==> config.mk <==
export PLATFORM = sky130hd
export DESIGN_NAME = pipe_mdu_ctl
export DESIGN_NICKNAME = d
export VERILOG_FILES = /design/src/rtl/pipe_mdu_ctl_pkg.sv /design/src/rtl/pipe_mdu_ctl_step.sv /design/src/rtl/pipe_mdu_ctl.sv
export SDC_FILE = /design/constraint.sdc
export NUM_CORES = 1
export LEC_CHECK = 0
export CORE_ASPECT_RATIO = 0.6
export CORE_MARGIN = 4
export CORE_UTILIZATION = 40
export DETAILED_ROUTE_END_ITERATION = 8
export PLACE_DENSITY = 0.63
export SYNTH_ARGS = -nofsm -noshare
export SYNTH_HDL_FRONTEND = slang
export SYNTH_SLANG_ARGS = --single-unit
export TNS_END_PERCENT = 100
==> constraint.sdc <==
create_clock -name Clk -period 7.3 [get_ports Clk]
set_input_delay 1.825 -clock Clk [delete_from_list [all_inputs] [get_ports Clk]]
set_output_delay 1.825 -clock Clk [all_outputs]
set_load 0.01 [all_outputs]
==> src/rtl/pipe_mdu_ctl_pkg.sv <==
// Shared definitions for the multiply/divide sequencer.
// Contents: MDU operation encodings, FSM state encoding, iteration count,
// and a helper that classifies signed operations.
package pipe_defs;

    localparam logic [1:0] MD_MULTU = 2'b00;
    localparam logic [1:0] MD_MULT  = 2'b01;
    localparam logic [1:0] MD_DIVU  = 2'b10;
    localparam logic [1:0] MD_DIV   = 2'b11;

    localparam int MD_STEPS = 32;

    typedef enum logic [1:0] {
        ST_IDLE = 2'b00,
        ST_CALC = 2'b01,
        ST_FIX  = 2'b10
    } mdu_state_t;

    function automatic logic is_signed_op(input logic [1:0] op);
        return (op == MD_MULT) || (op == MD_DIV);
    endfunction

endpackage

==> src/rtl/pipe_mdu_ctl_step.sv <==
// mdu_step: one radix-2 iteration of the multiply/divide loop (combinational).
// Ports:
//   acc     - current accumulator; multiply {upper, multiplier}, divide {rem, quot}
//   opnd    - multiplicand (multiply) or divisor (divide), unsigned magnitude
//   is_div  - 1 selects shift-subtract, 0 selects shift-add
//   acc_nxt - accumulator after this iteration
module mdu_step #(
    parameter int WIDTH = 32
) (
    input  logic [2*WIDTH-1:0] acc,
    input  logic [WIDTH-1:0]   opnd,
    input  logic               is_div,
    output logic [2*WIDTH-1:0] acc_nxt
);

    logic [WIDTH:0]   sum;
    logic [WIDTH:0]   rem_sh;
    logic [WIDTH-1:0] diff;
    logic             rem_ge;

    always_comb begin
        // multiply: the carry out of the add becomes the new msb after the shift
        sum    = {1'b0, acc[2*WIDTH-1:WIDTH]} + (acc[0] ? {1'b0, opnd} : '0);
        // divide: remainder shifted left with the next dividend bit, WIDTH+1 bits wide
        rem_sh = acc[2*WIDTH-1:WIDTH-1];
        rem_ge = rem_sh >= {1'b0, opnd};
        // when rem_ge holds the true difference is below opnd, so WIDTH bits suffice
        diff   = rem_sh[WIDTH-1:0] - opnd;
        if (is_div) begin
            if (rem_ge) acc_nxt = {diff, acc[WIDTH-2:0], 1'b1};
            else        acc_nxt = {rem_sh[WIDTH-1:0], acc[WIDTH-2:0], 1'b0};
        end else begin
            acc_nxt = {sum, acc[WIDTH-1:1]};
        end
    end

endmodule

==> src/rtl/pipe_mdu_ctl.sv <==
// pipe_mdu_ctl: iterative MULT/MULTU/DIV/DIVU sequencer with private HI/LO.
//
//   state | meaning
//   IDLE  | waiting for Start; operands latched on accept
//   CALC  | one radix-2 iteration per cycle, MD_STEPS cycles
//   FIX   | sign correction and HI/LO write (one cycle)
//
// Ports:
//   Clk, Clrn    - clock, asynchronous active-high reset
//   Start, Md_op - ID stage MDU op valid and its encoding
//   A, B         - rs / rt operands
//   Mf_req       - ID stage holds MFHI/MFLO
//   Flush        - abort the op in flight
//   Busy, Stall  - not idle; freeze IF/ID for a dependent MDU instruction
//   Done         - one-cycle pulse when new HI/LO become visible
//   Div0         - sticky divide-by-zero flag
//   Hi, Lo       - result registers
module pipe_mdu_ctl
    import pipe_defs::*;
#(
    parameter int WIDTH = 32
) (
    input  logic             Clk,
    input  logic             Clrn,
    input  logic             Start,
    input  logic [1:0]       Md_op,
    input  logic [WIDTH-1:0] A,
    input  logic [WIDTH-1:0] B,
    input  logic             Mf_req,
    input  logic             Flush,
    output logic             Busy,
    output logic             Stall,
    output logic             Done,
    output logic             Div0,
    output logic [WIDTH-1:0] Hi,
    output logic [WIDTH-1:0] Lo
);

    localparam int CNT_W = $clog2(MD_STEPS);

    mdu_state_t         state, state_nxt;
    logic [CNT_W-1:0]   cnt;
    logic [2*WIDTH-1:0] acc, acc_step, fix_val;
    logic [WIDTH-1:0]   opnd, a_abs, b_abs;
    logic [1:0]         op_q;
    logic               neg_q, neg_r, div0_mk;
    logic               accept, sgn_in, div0_in, last_step, fix_wr;

    assign accept    = (state == ST_IDLE) && Start && !Flush;
    assign sgn_in    = is_signed_op(Md_op);
    assign div0_in   = Md_op[1] && (B == '0);
    assign last_step = (cnt == CNT_W'(MD_STEPS - 1));
    assign fix_wr    = (state == ST_FIX) && !Flush;
    assign a_abs     = (sgn_in && A[WIDTH-1]) ? -A : A;
    assign b_abs     = (sgn_in && B[WIDTH-1]) ? -B : B;

    always_ff @(posedge Clk or posedge Clrn) begin
        if (Clrn) state <= ST_IDLE;
        else      state <= state_nxt;
    end

    always_comb begin
        state_nxt = state;
        case (state)
            ST_IDLE: if (accept) state_nxt = div0_in ? ST_FIX : ST_CALC;
            ST_CALC: begin
                if (Flush)          state_nxt = ST_IDLE;
                else if (last_step) state_nxt = ST_FIX;
            end
            ST_FIX:  state_nxt = ST_IDLE;
            default: state_nxt = ST_IDLE;
        endcase
    end

    always_comb begin
        Busy = (state != ST_IDLE);
    end

    assign Stall = Busy && (Start || Mf_req);

    mdu_step #(.WIDTH(WIDTH)) u_step (
        .acc     (acc),
        .opnd    (opnd),
        .is_div  (op_q[1]),
        .acc_nxt (acc_step)
    );

    always_ff @(posedge Clk or posedge Clrn) begin
        if (Clrn) begin
            cnt     <= '0;
            acc     <= '0;
            opnd    <= '0;
            op_q    <= '0;
            neg_q   <= 1'b0;
            neg_r   <= 1'b0;
            div0_mk <= 1'b0;
        end else if (accept) begin
            cnt     <= '0;
            op_q    <= Md_op;
            neg_q   <= sgn_in && (A[WIDTH-1] ^ B[WIDTH-1]);
            neg_r   <= sgn_in && A[WIDTH-1];
            div0_mk <= div0_in;
            // div-by-zero preloads the final HI/LO image so FIX just copies it
            if (div0_in) begin
                acc  <= {A, {WIDTH{1'b1}}};
                opnd <= '0;
            end else if (Md_op[1]) begin
                acc  <= {{WIDTH{1'b0}}, a_abs};
                opnd <= b_abs;
            end else begin
                acc  <= {{WIDTH{1'b0}}, b_abs};
                opnd <= a_abs;
            end
        end else if ((state == ST_CALC) && !Flush) begin
            acc <= acc_step;
            cnt <= cnt + 1'b1;
        end
    end

    always_comb begin
        fix_val = acc;
        if (!div0_mk) begin
            if (op_q[1]) begin
                if (neg_q) fix_val[WIDTH-1:0]       = -acc[WIDTH-1:0];
                if (neg_r) fix_val[2*WIDTH-1:WIDTH] = -acc[2*WIDTH-1:WIDTH];
            end else if (neg_q) begin
                fix_val = -acc;
            end
        end
    end

    always_ff @(posedge Clk or posedge Clrn) begin
        if (Clrn) begin
            Hi   <= '0;
            Lo   <= '0;
            Done <= 1'b0;
            Div0 <= 1'b0;
        end else begin
            Done <= fix_wr;
            if (fix_wr) begin
                Hi <= fix_val[2*WIDTH-1:WIDTH];
                Lo <= fix_val[WIDTH-1:0];
            end
            if (accept)                Div0 <= 1'b0;
            else if (fix_wr && div0_mk) Div0 <= 1'b1;
        end
    end

endmodule

==> out/metrics.yaml, run 1 <==
ir_drop_v: 0.000218
ios: 139
layout_min_cycle_time_ns: 5.54
root_buffer: "clkbuf_16"
rsz0062_at_grt: "false"
synth.avg_cell_area_um2: 7.65
grt_max_degree: 174
drive_above_1_share: 0.0511
drv_slew: 0
final_cells: 2463
slew_headroom: 0.0838
areaGrowthSynthToFinish_pct: 16.6
grt_use_total: 0.287
dp.cells: 2431
grt_pass1_wl_um: 86200
worst_pin_slew_ns: 1.37
end_kind: "flop"
antenna_found_initial: 1
synth_nets: 2051
critPathArrivalTime_ns: 5.92
pre_cts_ws_ns: 1.48
crit_family: "simple AND/OR/NAND/NOR gates"
netlist_area_um2: 14600
cts.sinks: 173
core_area_um2: 35500
viasPerCell: 6.01
fmax_mhz: 181
place.gp.congestion: 0.985
final_core_utilization: 0.480
setup_viol: 0
post_cts_buffers: 0
numPortBuffers: 138
grt_pass1_vias: 13729
grt-ovfl-total: 0
period_share: 0.759
synth.largest_area_cell: "dfrtp_1"
ys_ff_latch: 173
dr_total_vias: 14806
yosysSeqAreaShare: 0.297
clkTransAtPathRegs_ns: 0.08
drtIter0Drc: 1687
core.rowCount: 53
critPathMaxFanout: 11
path_cells: "clkdlybuf4s50_1 > nor3_1 > nand2b_1 > nor4_1 > and3_1 > nand3_1 > nor3_4 > buf_4 > a221oi_1 > a21oi_1"
ctsLongestPathBuffers: 2
layout_common_cells: "223 x o21ai_0, 215 x nand2_1, 210 x nor2_1"
cts_tree: "yes"
leakagePower_nw: 7.21
initial_core_util: 0.411
dpl_cell_area_um2: 16400
maxCapViolations: 0
place_hpwl_um: 45100
p_per_area_nw_per_um2: 343
final.setup.tns_ns: 0
firstDrtPassIters: 5
worst_setup_path_start_kind: "input pin"
yosys-top-cells-area: "dfrtp_1 30%, o21ai_0 7.6%, a21oi_1 6.5%, ha_1 6.0%, nand2_1 5.6%"
ant_nets: 0
required_ns: 7.68
synth_top_area_share: 0.297
synthCells: 1908
htreeDepth: 4
synth_edf_count: 0
hp-class: "reg -> reg"
ys.flop_type: "dfrtp_1"
max_stage_delay_ns: 0.77
die_w_um: 255
numCtsBuffers: 17
n_antenna_cell: 0
final_area_um2: 17000
final_common_cell: "o21ai_0"
ys_types: 76
cts_resized: 0
die_y_um: 156
status: "complete, no violations"
ys_async_sr_fraction: 1.00
crit_slowest_cell: "nor3_4"
cp_num_buf_inv: 2
critPathKind: "in -> reg"
finalHoldViolCount: 0
yosysWarnings: 0
final_nets: 2126
wl_um: 58000
finClkSkew_ns: 0.0151
layout_setup_ws_ns: 1.76
cts.hold.buffers_added: 0
dieArea_um2: 39700
drc_errors: 0
wl_per_cell_um: 23.6
clock_latency_ns: 0.47
[Yosys cell counts, types with 14 or more instances]
| cell | n |
|---|---|
| dfrtp_1 | 173 |
| or3_1 | 17 |
| mux2i_1 | 41 |
| xor2_1 | 88 |
| nor2_1 | 211 |
| a21o_1 | 32 |
| clkbuf_1 | 103 |
| nor3_1 | 34 |
| nand2_1 | 216 |
| o21ai_0 | 223 |
| o31ai_1 | 18 |
| a211oi_1 | 34 |
| a31oi_1 | 23 |
| a21oi_1 | 191 |
| nand2b_1 | 14 |
| ha_1 | 70 |
| and3_1 | 16 |
| nand3_1 | 35 |
| xnor2_1 | 84 |
| inv_1 | 61 |
[cells by family (layout without fill, tap and decap cells)]
logic type | Yosys count | in the layout | synth area share
fa+ha+maj | 72 | 72 | 0.0627
compound gates | 638 | 638 | 0.261
flops | 173 | 173 | 0.297
xor+xnor | 173 | 173 | 0.104
simple gates | 629 | 629 | 0.198
mux | 46 | 46 | 0.0320
buf+inv | 177 | 265 | 0.0459
[metal layers]
layer | up-vias | GRT usage | part of all wire
li1 | 6971 | - | -
met4 | 0 | 0.0732 | 0.023
met3 | 69 | 0.124 | 0.13
met5 | - | 0 | 0
met1 | 7050 | 0.415 | 0.45
met2 | 716 | 0.390 | 0.39
[metrics by stage]
stage                     hold slack [ns]  total power [mW]
after floorplan                     0.450              3.70
after global routing                0.501              6.21
after CTS                           0.488              5.73
after detailed placement            0.470              4.75
after global placement              0.462              4.74
final                               0.480              5.84
[power breakdown]
part / leakage, nW / switching [mW] / internal (mW)
Combinational: 4.68 / 2.00 / 1.28
Clock: 0.293 / 0.488 / 0.490
Sequential: 2.24 / 0.444 / 1.13
Total: 7.21 / 2.94 / 2.90
[registers in the layout (all words and copies together), names as in the netlist]
name,cells
div0_mk,1
Done,1
Lo,32
opnd,32
acc,64
Hi,32
Div0,1
cnt,5
op_q,1
neg_q,1
state,2
neg_r,1
[worst paths after layout]
path | from | to | slack (ns) | cells after the start
worst min-delay path | Lo[4]$_DFFE_PP0P_ | Lo[4]$_DFFE_PP0P_ | 0.48 | 2
worst max register to register | acc[0]$_DFFE_PP0P_ | acc[59]$_DFFE_PP0P_ | 2.53 | 14
min in group asynchronous | Clrn | Lo[8]$_DFFE_PP0P_ | 1.99 | 3
max in group asynchronous | Clrn | op_q[1]$_DFFE_PP0P_ | 4.50 | 3
worst max-delay path | B[2] | acc[41]$_DFFE_PP0P_ | 1.76 | 10
worst min register to register | Lo[4]$_DFFE_PP0P_ | Lo[4]$_DFFE_PP0P_ | 0.48 | 2
[worst register-to-register path: cells and delay by family, from the launching register on]
family | cells | cell delay (ns)
adder cells (fa/ha/maj) | 1 | 0.49
buffers and inverters | 2 | 0.59
AND/OR/NAND/NOR | 3 | 0.75
AO/OA/AOI/OAI | 8 | 2.35
flip-flops | 1 | 0.52
[layout make-up]
| cell class | count | area (um^2) |
|---|---|---|
| inverters | 64 | 245 |
| repair buffers | 169 | 1630 |
| fillers | 3524 | 18500 |
| clock buffers | 17 | 425 |
| well taps | 467 | 584 |
| flip-flops and latches | 173 | 4330 |
| clock inverters | 15 | 171 |
| multi-input cells | 1558 | 9630 |
Note: power is estimated with default switching activity, not from simulation.
==> run 2, diff against run 1 <==
==> constraint.sdc (replaced) <==
create_clock -name Clk -period 5.38 [get_ports Clk]
set_input_delay 1.345 -clock Clk [delete_from_list [all_inputs] [get_ports Clk]]
set_output_delay 1.345 -clock Clk [all_outputs]
set_load 0.01 [all_outputs]
==> out/metrics.yaml, run 2 (synthesis gave the netlist of run 1 again) <==
status: "complete, no violations"
cp_num_buf_inv: 2
wl_um: 59500
numCtsBuffers: 17
dieArea_um2: 39700
hold_ws_ns: 0.480
critPathMaxFanout: 29
dr_total_vias: 15179
ir_drop_v: 0.000333
p_clk_frac: 0.168
critPathKind: "reg -> reg"
nFillCells: 3428
r2r_cells: 14
grt-ovfl-total: 0
fmax_mhz: 223
final_common_cell: "o21ai_0"
drc_errors: 0
final_core_utilization: 0.485
path_cells: "clkinv_1 > buf_4 > nor2_1 > ha_1 > a211oi_1 > o211ai_1 > nand4_1 > a21oi_1 > o22ai_1 > o21ai_0 > a221o_1 > a21o_1 > or2_2 > a31oi_1"
cts_resized: 0
power_frac_seq: 0.263
wl_per_cell_um: 24.0
grt_pass1_vias: 13891
areaGrowthSynthToFinish_pct: 17.8
cts.sinks: 173
place_hpwl_um: 46300
grt_max_degree: 114
finClkSkew_ns: 0.0141
regMostFlops: "acc"
post_cts_buffers: 0
final.setup.tns_ns: 0
worst_pin_slew_ns: 1.16
crit_family: "compound AO/OA/AOI/OAI gates"
clock_latency_ns: 0.46
drive_above_1_share: 0.0596
grt_use_total: 0.295
p_per_area_nw_per_um2: 465
largest_reg_flops: 64
clkTransAtPathRegs_ns: 0.08
firstDrtPassIters: 6
n_antenna_cell: 0
drtIter0Drc: 2063
die_w_um: 255
pwr-share-comb: 0.569
drv_slew: 0
critPathArrivalTime_ns: 4.88
cts_tree: "yes"
p_switching_mw: 4.05
hp-class: "reg -> reg"
max_stage_delay_ns: 0.54
numPortBuffers: 138
end_kind: "flop"
htreeDepth: 4
die_y_um: 156
ctsLongestPathBuffers: 2
finalHoldViolCount: 0
maxCapViolations: 0
place.gp.congestion: 0.970
finalPower_mw: 7.99
hold_depth: 2
layout_min_cycle_time_ns: 4.49
final_nets: 2144
crit_cells: 14
period_share: 0.835
layout_common_cells: "223 x o21ai_0, 215 x nand2_1, 210 x nor2_1"
layout_setup_ws_ns: 0.890
worst_setup_path_start_kind: "flop"
crit_slowest_cell: "dfrtp_1"
leakagePower_nw: 7.30
required_ns: 5.77
ios: 139
pre_cts_ws_ns: 0.692
antenna_found_initial: 2
intPower_mw: 3.94
core_area_um2: 35500
rsz0062_at_grt: "false"
multi_input_area_um2: 9630
viasPerCell: 6.12
cts.hold.buffers_added: 0
seq_area_um2: 4330
root_buffer: "clkbuf_16"
slew_headroom: 0.224
setup_viol: 0
grt_pass1_wl_um: 89100
r2r_setup_slack_ns: 0.89
switching_share: 0.506
initial_core_util: 0.411
core.rowCount: 53
ant_nets: 0
[run 2: final timing paths]
check	startpoint	end
max in group asynchronous	Clrn	acc[32]$_DFFE_PP0P_
hold / removal	Lo[29]$_DFFE_PP0P_	Lo[29]$_DFFE_PP0P_
hold reg to reg	Lo[29]$_DFFE_PP0P_	Lo[29]$_DFFE_PP0P_
min in group asynchronous	Clrn	Lo[9]$_DFFE_PP0P_
setup reg to reg	acc[0]$_DFFE_PP0P_	acc[59]$_DFFE_PP0P_
setup / recovery	acc[0]$_DFFE_PP0P_	acc[59]$_DFFE_PP0P_
[run 2: power groups by stage]
stage | Combinational (mW) | Clock, mW | Sequential (mW)
final | 4.55 | 1.34 | 2.11
after global routing | 4.97 | 1.40 | 2.13
after CTS | 4.42 | 1.34 | 2.07
after detailed placement | 4.39 | 0 | 2.10
after global placement | 4.38 | 0 | 2.09
after floorplan | 3.21 | 0 | 1.81
[run 2: cell type report]
type,count,share of cell area
multi-input cells,1558,0.560
flip-flops and latches,173,0.252
well taps,467,0.0340
clock buffers,17,0.0247
repair buffers,187,0.104
inverters,64,0.0142
clock inverters,15,0.0108
[run 2: worst min-delay path, stage by stage (launching register included)]
cell and delay [ns]:
dfrtp_1 0.35, nand2_1 0.04, o21ai_0 0.06
[run 2: through the flow]
stage,cell area [um^2],cells
6_report,17200,2481
5_1_grt,17200,2481
4_1_cts,17200,2481
3_5_place_dp,16600,2449
3_3_place_gp,16600,2449
2_1_floorplan,14600,1908
[run 2: metal layers]
metal / up-vias / share of wire / global-route usage / wire [um]
li1: 7018 / - / - / -
met1: 7288 / 0.47 / 0.453 / 27900
met2: 792 / 0.39 / 0.399 / 23200
met3: 79 / 0.13 / 0.101 / 7620
met4: 2 / 0.014 / 0.0519 / 821
met5: - / 0.00022 / 0 / 13
==> run 3, diff against run 2 <==
--- a/config.mk
+++ b/config.mk
@@ -9,7 +9,7 @@
 export CORE_MARGIN = 4
 export CORE_UTILIZATION = 40
 export DETAILED_ROUTE_END_ITERATION = 8
-export PLACE_DENSITY = 0.63
+export PLACE_DENSITY = 0.65
 export SYNTH_ARGS = -nofsm -noshare
 export SYNTH_HDL_FRONTEND = slang
 export SYNTH_SLANG_ARGS = --single-unit
==> constraint.sdc (replaced) <==
create_clock -name Clk -period 4.12 [get_ports Clk]
set_input_delay 1.03 -clock Clk [delete_from_list [all_inputs] [get_ports Clk]]
set_output_delay 1.03 -clock Clk [all_outputs]
set_load 0.01 [all_outputs]
==> out/metrics.yaml, run 3 (synthesis gave the netlist of run 1 again) <==
layout_setup_ws_ns: 0.136
areaGrowthSynthToFinish_pct: 20.8
ir_drop_v: 0.000441
path_cells: "and2_1 > ha_1 > fa_1 > a211oi_1 > buf_4 > o211ai_1 > nand4_1 > a21oi_1 > o22ai_1 > buf_4 > o21ai_0 > a221o_1 > a21o_1 > or2_2 > a31oi_1"
cts.sinks: 173
cts.hold.buffers_added: 0
grt_pass1_vias: 13851
numPortBuffers: 138
layout_min_cycle_time_ns: 3.98
required_ns: 4.51
htreeDepth: 4
die_y_um: 156
clkTransAtPathRegs_ns: 0.08
firstDrtPassIters: 6
ios: 139
regMostFlops: "acc"
dp.cells: 2509
numCtsBuffers: 17
final_common_cell: "o21ai_0"
drc_errors: 0
ant_nets: 0
final_nets: 2204
finClkSkew_ns: 0.0122
crit_slowest_cell: "fa_1"
root_buffer: "clkbuf_16"
wl_um: 58500
finalHoldViolCount: 0
rsz0062_at_grt: "false"
clock_latency_ns: 0.47
p_per_area_nw_per_um2: 597
final.setup.tns_ns: 0
die_w_um: 255
wl_per_cell_um: 23.0
crit_top_cell: "buf_4"
dr_total_vias: 15248
worst_pin_slew_ns: 1.20
grt-ovfl-total: 0
place_hpwl_um: 46300
grt_max_degree: 101
end_kind: "flop"
worst_setup_path_start_kind: "flop"
slew_headroom: 0.198
hp-class: "reg -> reg"
dieArea_um2: 39700
fmax_mhz: 251
setup_viol: 0
initial_core_util: 0.411
final_cells: 2541
grt_use_total: 0.289
n_antenna_cell: 0
critPathMaxFanout: 4
place.gp.congestion: 0.961
period_share: 0.967
drive_above_1_share: 0.0868
post_cts_buffers: 0
ctsLongestPathBuffers: 2
leakagePower_nw: 7.58
layout_common_cells: "223 x o21ai_0, 215 x nand2_1, 211 x nor2_1"
drtIter0Drc: 1805
core.rowCount: 53
pre_cts_ws_ns: -0.0492
largest_reg_flops: 64
grt_pass1_wl_um: 86800
status: "complete, no violations"
core_area_um2: 35500
maxCapViolations: 0
cts_resized: 0
viasPerCell: 6.00
critPathKind: "reg -> reg"
drv_slew: 0
cts_tree: "yes"
antenna_found_initial: 0
critPathArrivalTime_ns: 4.38
max_stage_delay_ns: 0.48
-- run 3: cell types whose count changed in the layout (fill, tap and decap cells not counted), moves of 2 or more --
cell      previous run  this run
buf_4               45       104
clkinv_8             4         2
inv_12               2         0
inv_6                1         4
-- run 3: layer usage --
| layer | vias to the layer above | global-route usage | wire length, um |
|---|---|---|---|
| met1 | 7272 | 0.433 | 27000 |
| met2 | 788 | 0.376 | 22200 |
| met3 | 60 | 0.114 | 7810 |
| met5 | - | 0.0238 | 131 |
| li1 | 7126 | - | - |
| met4 | 2 | 0.0810 | 1340 |
-- run 3: cell type report --
type                       count  area, um^2
clock buffer                  18         439
clock inverter                14         143
fill                        3418       17800
inverter                      64         244
multi-input combinational   1558        9630
sequential                   173        4330
tap                          467         584
timing repair buffer         247        2260
-- run 3: per-stage QoR --
step / util / power, mW / area [um^2] / hold slack, ns
6_report: 0.497 / 10.5 / 17600 / 0.481
4_1_cts: 0.497 / 10.3 / 17600 / 0.488
5_1_grt: 0.497 / 11.2 / 17600 / 0.510
3_5_place_dp: 0.481 / 8.60 / 17000 / 0.471
2_1_floorplan: - / 6.56 / 14600 / 0.450
3_3_place_gp: 0.481 / 8.55 / 17000 / 0.460
-- run 3: power by group --
group / switching, mW / total [mW] / internal, mW
Combinational: 3.81 / 6.28 / 2.47
Clock: 0.869 / 1.69 / 0.824
Sequential: 0.545 / 2.55 / 2.01
Total: 5.22 / 10.5 / 5.30
-- run 3: final timing paths --
kind                       slack [ns]                 from             endpoint  cells past startpoint
max in group asynchronous        2.28                 Clrn  acc[37]$_DFFE_PP0P_                      3
hold reg to reg                  0.48   Lo[18]$_DFFE_PP0P_   Lo[18]$_DFFE_PP0P_                      2
min in group asynchronous        1.04                 Clrn   Lo[27]$_DFFE_PP0P_                      2
setup / recovery                 0.14  opnd[0]$_DFFE_PP0P_  acc[59]$_DFFE_PP0P_                     15
hold / removal                   0.48   Lo[18]$_DFFE_PP0P_   Lo[18]$_DFFE_PP0P_                      2
setup reg to reg                 0.14  opnd[0]$_DFFE_PP0P_  acc[59]$_DFFE_PP0P_                     15
-- run 3: worst max-delay path, delay by kind of cell (launching register included) --
| kind | cells | cell delay (ns) |
|---|---|---|
| buffers and inverters | 2 | 0.35 |
| DFF | 1 | 0.40 |
| adders and majority gates | 2 | 0.73 |
| and+or+nand+nor | 3 | 0.73 |
| AOI/OAI and AO/OA | 8 | 1.70 |
